--- src/rtl/fetch_sequencer.sv ---
// fetch_sequencer
//   Instruction fetch FSM. Issues word-indexed requests to instruction memory,
//   captures the returned instruction and offers it downstream with a
//   valid/ready handshake. A redirect strobe replaces the PC at any point; a
//   request already in flight is allowed to complete, and its data is dropped.
//
// Ports
//   clk, rst_n            clock (rising edge), async active-low reset
//   run                   allow new requests while high
//   redir_en/redir_target one-cycle PC redirect and its target word index
//   imem_req/imem_addr    memory request and word index (held until ack)
//   imem_ack/imem_rdata   memory completion and returned instruction
//   instr_valid/ready     downstream handshake
//   instr_data/instr_pc   offered instruction and its word index
//   fetch_count           number of instructions accepted downstream
//   busy                  FSM not in IDLE
module fetch_sequencer #(
    parameter logic [7:0] RESET_PC = 8'h00,
    parameter int         INSTR_W  = 32
) (
    input  logic               clk,
    input  logic               rst_n,
    input  logic               run,
    input  logic               redir_en,
    input  logic [7:0]         redir_target,
    output logic               imem_req,
    output logic [7:0]         imem_addr,
    input  logic               imem_ack,
    input  logic [INSTR_W-1:0] imem_rdata,
    output logic               instr_valid,
    input  logic               instr_ready,
    output logic [INSTR_W-1:0] instr_data,
    output logic [7:0]         instr_pc,
    output logic [15:0]        fetch_count,
    output logic               busy
);

    typedef enum logic [1:0] {IDLE, REQ, DRAIN, HOLD} state_t;

    state_t             state_q, state_d;
    logic [7:0]         pc_q, pc_d;
    logic [7:0]         addr_q, addr_d;
    logic [7:0]         ipc_q, ipc_d;
    logic [INSTR_W-1:0] data_q, data_d;
    logic [15:0]        cnt_q, cnt_d;
    state_t             after_q;  // where to go once the current item is done

    // Leaving REQ/DRAIN/HOLD returns to REQ only if run still allows it.
    assign after_q = run ? REQ : IDLE;

    always_comb begin
        state_d = state_q;
        pc_d    = pc_q;
        ipc_d   = ipc_q;
        data_d  = data_q;
        cnt_d   = cnt_q;

        // Redirect is checked first in every state so it beats ack/ready.
        case (state_q)
            IDLE: begin
                if (redir_en)  pc_d    = redir_target;
                else if (run)  state_d = REQ;
            end
            REQ: begin
                if (redir_en) begin
                    pc_d    = redir_target;
                    // Without an ack the old request is still outstanding.
                    state_d = imem_ack ? after_q : DRAIN;
                end else if (imem_ack) begin
                    data_d  = imem_rdata;
                    ipc_d   = pc_q;
                    pc_d    = pc_q + 8'd1;
                    state_d = HOLD;
                end
            end
            DRAIN: begin
                if (redir_en)      pc_d    = redir_target;
                else if (imem_ack) state_d = after_q;
            end
            HOLD: begin
                if (redir_en) begin
                    pc_d    = redir_target;
                    state_d = after_q;
                end else if (instr_ready) begin
                    cnt_d   = cnt_q + 16'd1;
                    state_d = after_q;
                end
            end
            default: state_d = IDLE;
        endcase
    end

    // The request address is latched on entry to REQ so DRAIN keeps
    // presenting the old address while pc already holds the redirect.
    assign addr_d = (state_d == REQ) ? pc_d : addr_q;

    always_ff @(posedge clk or negedge rst_n) begin
        if (!rst_n) begin
            state_q <= IDLE;
            pc_q    <= RESET_PC;
            addr_q  <= RESET_PC;
            ipc_q   <= '0;
            data_q  <= '0;
            cnt_q   <= '0;
        end else begin
            state_q <= state_d;
            pc_q    <= pc_d;
            addr_q  <= addr_d;
            ipc_q   <= ipc_d;
            data_q  <= data_d;
            cnt_q   <= cnt_d;
        end
    end

    assign imem_req    = (state_q == REQ) || (state_q == DRAIN);
    assign imem_addr   = addr_q;
    assign instr_valid = (state_q == HOLD);
    assign instr_data  = data_q;
    assign instr_pc    = ipc_q;
    assign fetch_count = cnt_q;
    assign busy        = (state_q != IDLE);

endmodule

--- config.mk ---
export PLATFORM = sky130hd
export DESIGN_NAME = fetch_sequencer
export DESIGN_NICKNAME = d
export VERILOG_FILES = /design/src/rtl/fetch_sequencer.sv
export SDC_FILE = /design/constraint.sdc
export NUM_CORES = 1
export LEC_CHECK = 0
export CAP_MARGIN = 20
export CELL_PAD_IN_SITES_DETAIL_PLACEMENT = 0
export CELL_PAD_IN_SITES_GLOBAL_PLACEMENT = 1
export CORE_ASPECT_RATIO = 1.25
export CORE_MARGIN = 2
export CORE_UTILIZATION = 50
export DETAILED_ROUTE_END_ITERATION = 8
export DONT_BUFFER_PORTS = 1
export PLACE_DENSITY = 0.82
export SLEW_MARGIN = 25
export SYNTH_ARGS = -nofsm -noshare
export SYNTH_HDL_FRONTEND = slang
export SYNTH_SLANG_ARGS = --single-unit
--- constraint.sdc ---
create_clock -name clk -period 3.94 [get_ports clk]
set_input_delay 0.788 -clock clk [delete_from_list [all_inputs] [get_ports clk]]
set_output_delay 0.788 -clock clk [all_outputs]
set_load 0.02 [all_outputs]
==> metrics.yaml, run 1 <==
diodes: 0
core_region_area_um2: 6166
regArea_um2: 1852
final_common_cell: "nand2_1"
layout-drive-gt1-share: 0.1034
syn_nets: 366
cts_buffer_depth: 2
period_share: 0.6065
ios: 113
grt_pass1_vias: 2131
ir_drop_mv: 0.4687
die_w_um: 75.53
overflow: 0
cp_max_fo: 44
yosysTopAreaCell: "dfrtp_1"
area_delta_synth_final_pct: 8.724
r2r_cells: 8
drt_iter0_drc: 81
final_cell_mix: "nand2_1, dfrtp_1, xnor2_1, clkbuf_8, mux2i_1"
cts_tree: "built"
maxCapViolations: 0
outcome: "finished, final reports clean"
hold_viol_final: 0
hold_buffers: 0
track_usage: 0.1855
ys_types: 35
clock_latency_ps: 340
dp_hpwl_um: 4229
postSynthAreaPerCell_um2: 10.22
path_class: "flop to flop"
yosysWarnings: 0
netlist_area_um2: 3198
holdCritPathClass: "input pin to asynchronous set/reset pin"
drc: 0
routabilityCongestion: 0.7159
vias_per_cell: 5.196
hold_ws_ps: 143.1
drv_slew: 0
ys_async_sr_fraction: 1.000
p_leak_uw: 0.001755
numClockSinks: 74
num_vias: 2099
postRouteAntennaNets: 0
final_nets: 367
htreeDepth: 3
max_clock_freq_ghz: 0.4185
cts_resized: 0
grt_pass1_wl_um: 9894
worst_setup_path_start_kind: "flop"
cts_buffers: 9
cellPowerDensity_nw_per_um2: 776.7
synth_ff_type: "dfrtp_1"
synthCells: 313
grt_max_degree: 75
seq_area_frac_synth: 0.5790
row_count: 32
slew_headroom: 0.7032
rsz0062_at_grt: "no"
initial_core_util: 0.5187
synth_top_cell_area_share: 0.5790
post_cts_buffers: 0
synth_seq_cells: 74
setup_viol: 0
first_pass_iters: 4
arrival_ps: 2610
synthTopCellsByArea: "dfrtp_1, nand2_1, mux2i_1"
die_area_um2: 7056
die_y_um: 93.42
clkTransAtPathRegs_ps: 80
tightestPinTransition_ps: 445.1
finalCriticalPeriod_ps: 2390
port_buffers: 0
root_buffer: "clkbuf_8"
crit_path_end_kind: "flop"
wl_um: 6196
synth_edf_count: 0
multi_input_area_um2: 1271
fin_tns_setup_ps: 0
worstPathRequired_ps: 4160
wire_per_inst_um: 15.34
nFillCells: 572
finClkSkew_ps: 9.430
antenna_found_initial: 0
==> kinds of logic (layout without fill, tap and decap cells) <==
kind of cell | Yosys count | after routing | synth area share
mux | 19 | 19 | 0.06299
compound gates | 18 | 18 | 0.04539
flops | 74 | 74 | 0.5790
fa+ha+maj | 7 | 7 | 0.02739
xor+xnor | 16 | 16 | 0.04382
buf+inv | 17 | 23 | 0.02347
simple gates | 162 | 162 | 0.2179
==> Yosys cell counts (2+ instances only) <==
cell type    n
nor2_1       6
nand2_1    128
a31oi_1      2
nor2b_1      3
ha_1         7
buf_2        3
mux2i_1     10
nand3_1      3
nand4_1      8
xor2_1       5
inv_1        5
and3_1       3
mux2_2       7
clkbuf_1     7
dfrtp_1     74
or2_2        2
xnor2_1     11
a21oi_1      4
buf_4        2
o21ai_0      5
mux2_1       2
nand2b_1     2
and3b_1      2
==> state kept, by name, indices dropped and copies added, names as in the netlist <==
signal and count:
instr_data 32, fetch_count 16, imem_addr 8, instr_pc 8
pc_q 8, state_q 2
==> routing by layer <==
| layer | vias to the layer above | routed length, um | GRT usage |
|---|---|---|---|
| met4 | 0 | 109 | 0.09357 |
| met5 | - | 0 | 0 |
| met3 | 9 | 579 | 0.06250 |
| met2 | 77 | 2964 | 0.2877 |
| li1 | 1015 | - | - |
| met1 | 998 | 2542 | 0.2265 |
==> area by class of cell <==
| type | count | share of cell area |
|---|---|---|
| sequential | 74 | 0.5326 |
| timing repair buffer | 2 | 0.004318 |
| clock buffer | 11 | 0.04354 |
| tap | 85 | 0.03059 |
| inverter | 5 | 0.005398 |
| multi-input combinational | 222 | 0.3656 |
| clock inverter | 5 | 0.01799 |
==> power breakdown <==
group	internal [uW]	switching [uW]	leakage, uW
registers	1020	513	0.000939
clock network	329	279	0.000102
logic	248	307	0.000715
total	1600	1100	0.00176
==> through the flow <==
step / utilization / setup slack, ps / instances / power (uW) / area [um^2]
floorplan: - / 1883 / 313 / 1975 / 3198
global placement: 0.5292 / 1588 / 388 / 2105 / 3263
detailed placement: 0.5292 / 1558 / 388 / 2122 / 3263
CTS: 0.5639 / 1523 / 404 / 2739 / 3477
global route: 0.5639 / 1297 / 404 / 2880 / 3477
finish: 0.5639 / 1550 / 404 / 2701 / 3477
==> critical path, stage by stage, from the launching register on <==
cell     delay [ps]
dfrtp_1         430
inv_1           150
ha_1            270
and3b_1         180
buf_4           390
nand4_2         170
or2_1           260
mux2i_1         130
mux2_1          290
==> final timing paths <==
kind                                      start                    endpoint  slack (ps)
setup / recovery           state_q[1]$_DFF_PN0_    imem_addr[6]$_DFFE_PN0N_        1550
min in group clk              pc_q[7]$_DFF_PN0_           pc_q[7]$_DFF_PN0_         510
hold reg to reg               pc_q[7]$_DFF_PN0_           pc_q[7]$_DFF_PN0_         510
hold / removal                            rst_n  instr_data[17]$_DFFE_PN0P_         140
max in group asynchronous                 rst_n   instr_data[7]$_DFFE_PN0P_        3690
setup reg to reg           state_q[1]$_DFF_PN0_    imem_addr[6]$_DFFE_PN0N_        1550
Note: power is estimated with default switching activity, not from simulation.
==> inputs of run 2 (changes only) <==
--- a/config.mk
+++ b/config.mk
@@ -10,10 +10,10 @@
 export CELL_PAD_IN_SITES_GLOBAL_PLACEMENT = 1
 export CORE_ASPECT_RATIO = 1.25
 export CORE_MARGIN = 2
-export CORE_UTILIZATION = 50
+export CORE_UTILIZATION = 47
 export DETAILED_ROUTE_END_ITERATION = 8
 export DONT_BUFFER_PORTS = 1
-export PLACE_DENSITY = 0.82
+export PLACE_DENSITY = 0.78
 export SLEW_MARGIN = 25
 export SYNTH_ARGS = -nofsm -noshare
 export SYNTH_HDL_FRONTEND = slang
==> constraint.sdc (replaced) <==
create_clock -name clk -period 2.2 [get_ports clk]
set_input_delay 0.44 -clock clk [delete_from_list [all_inputs] [get_ports clk]]
set_output_delay 0.44 -clock clk [all_outputs]
set_load 0.02 [all_outputs]
==> metrics.yaml, run 2 (same netlist as run 1, synthesis figures left out) <==
routed-wl-met3_um: 539  # was 579 um
postRouteAntennaNets: 0  # unchanged
maxCapViolations: 0  # unchanged
first_pass_iters: 4  # unchanged
cts_tree: "built"  # unchanged
post_cts_buffers: 0  # unchanged
clock_latency_ps: 330  # was 340 ps
antenna_found_initial: 0  # unchanged
grt_pass1_wl_um: 10440  # was 9894 um
numClockSinks: 74  # unchanged
wl_um: 6533  # was 6196 um
root_buffer: "clkbuf_8"  # unchanged
max_clock_freq_ghz: 0.4893  # was 0.4185 GHz
nFillCells: 600  # was 572
drt-met1-wl_um: 2576  # was 2542 um
wire_per_inst_um: 15.93  # was 15.34 um
critical-path-top-delay-family: "simple AND/OR/NAND/NOR gates"  # unchanged
dr_wl_met2_um: 3322  # was 2964 um
clkTransAtPathRegs_ps: 70  # was 80 ps
regArea_um2: 1852  # unchanged
grt_max_degree: 75  # unchanged
min_from: "imem_rdata[27]"
period_share: 0.9289  # was 0.6065
tightestPinTransition_ps: 441.9  # was 445.1 ps
largest_reg_flops: 32  # unchanged
holdCritPathClass: "input pin to flop"  # was input pin to asynchronous set/reset pin
die_w_um: 77.78  # was 75.53 um
final_common_cell: "nand2_1"  # unchanged
slew_headroom: 0.7023  # was 0.7032
arrival_ps: 2260  # was 2610 ps
core_region_area_um2: 6565  # was 6166 um^2
rsz0062_at_grt: "no"  # unchanged
p_leak_uw: 0.001782  # was 0.001755 uW
cp_max_fo: 6  # was 44
layout-drive-gt1-share: 0.1176  # was 0.1034
cp.buffers_inverters: 1  # was 2
crit_path_end_kind: "flop"  # unchanged
drc: 0  # unchanged
diodes: 0  # unchanged
drv_slew: 0  # unchanged
slowest_delay_ps: 430  # about the same
fin_tns_setup_ps: 0  # unchanged
grt_pass1_vias: 2127  # was 2131
row_count: 33  # was 32
cts_buffers: 9  # unchanged
routabilityCongestion: 0.8454  # was 0.7159
path_class: "flop to flop"  # unchanged
outcome: "finished, final reports clean"  # unchanged
die_area_um2: 7484  # was 7056 um^2
post-place-ws_ps: 70.53  # was 1558 ps
track_usage: 0.1813  # was 0.1855
finClkSkew_ps: 7.899  # was 9.430 ps
dp_hpwl_um: 4513  # was 4229 um
final_nets: 373  # was 367
cellPowerDensity_nw_per_um2: 1359  # was 776.7 nW/um^2
crit_chain: "inv_1 -> ha_2 -> and3b_2 -> nand4_2 -> or2_1 -> mux2i_1 -> mux2_1"  # was inv_1 -> ha_1 -> and3b_1 -> buf_4 -> nand4_2 -> or2_1 -> mux2i_1 -> mux2_1
multi_input_area_um2: 1277  # was 1271 um^2
die_y_um: 96.23  # was 93.42 um
overflow: 0  # unchanged
cp_slowest_cell: "dfrtp_1"  # unchanged
ios: 113  # unchanged
crit_start: "state_q[1]$_DFF_PN0_"  # unchanged
ir_drop_mv: 0.8312  # was 0.4687 mV
finalCriticalPeriod_ps: 2044  # was 2390 ps
worst_setup_path_start_kind: "flop"  # unchanged
r2r_start: "state_q[1]$_DFF_PN0_"  # unchanged
worstPathRequired_ps: 2420  # was 4160 ps
vias_per_cell: 5.249  # was 5.196
initial_core_util: 0.4871  # was 0.5187
final_cell_mix: "nand2_1, dfrtp_1, xnor2_1"  # was nand2_1, dfrtp_1, xnor2_1, clkbuf_8, mux2i_1
hold_viol_final: 0  # unchanged
htreeDepth: 3  # unchanged
top_layer_used: "met4"  # unchanged
num_vias: 2152  # was 2099
cts_buffer_depth: 2  # unchanged
area_delta_synth_final_pct: 9.820  # was 8.724%
drt_iter0_drc: 82  # was 81
setup_viol: 0  # unchanged
port_buffers: 0  # unchanged
layout_setup_ws_ps: 156.3  # was 1550 ps
-- run 2: cell count changes in the layout (fill, tap and decap cells not counted), sizes merged --
| cell | previous run | this run |
|---|---|---|
| clkinv | 2 | 3 |
| buf | 2 | 7 |
| clkinvlp | 2 | 0 |
| clkbuf | 11 | 10 |
| dlygate4sd3 | 0 | 1 |
-- run 2: per-layer routing --
layer  up-vias  global-route usage
li1       1022                   -
met1      1045              0.2207
met2        77              0.2874
met3         8             0.06379
met4         0             0.08929
met5         -                   0
-- run 2: area by class of cell --
type	count	area share
multi-input cells	222	0.3637
well taps	87	0.03099
clock inverters	4	0.01283
clock buffers	10	0.03634
repair buffers	8	0.02351
flip-flops and latches	74	0.5273
inverters	5	0.005344
-- run 2: path summary, 6_finish.rpt --
path	endpoint	slack [ps]	cells past startpoint
worst max-delay path	imem_addr[6]$_DFFE_PN0N_	160	7
worst min-delay path	instr_data[27]$_DFFE_PN0P_	210	2
max in group asynchronous	instr_data[15]$_DFFE_PN0P_	1230	2
min in group asynchronous	fetch_count[2]$_DFFE_PN0P_	640	2
worst max register to register	imem_addr[6]$_DFFE_PN0N_	160	7
worst min register to register	pc_q[7]$_DFF_PN0_	520	1
-- run 2: worst register-to-register path: stages, from the launching register on --
cell and delay (ps):
dfrtp_1 430, inv_1 160, ha_2 250, and3b_2 280, nand4_2 130, or2_1 260
mux2i_1 140, mux2_1 280
-- run 2: stage by stage --
stage | std cells | utilization | power, uW | cell area, um^2 | hold slack [ps]
after floorplan | 313 | - | 3537 | 3198 | 144.4
after global placement | 394 | 0.5020 | 3781 | 3296 | 146.6
after detailed placement | 394 | 0.5020 | 3825 | 3296 | 146.4
after CTS | 410 | 0.5340 | 4839 | 3506 | 187.6
after global routing | 410 | 0.5350 | 5107 | 3512 | 193.5
final | 410 | 0.5350 | 4774 | 3512 | 207.1
-- run 2: power breakdown --
group / total (uW) / internal [uW] / switching, uW / leakage, uW
sequential: 2740 / 1830 / 907 / 0.000939
combinational: 1070 / 471 / 597 / 0.000751
clock: 964 / 506 / 458 / 0.0000918
-- run 2: timing repair --
action / CTS / global route
hold buffers: 2 / 0
resized for setup: 0 / 3
endpoints found under the setup margin: 0 / 8
hold endpoints to repair: 74 / 0
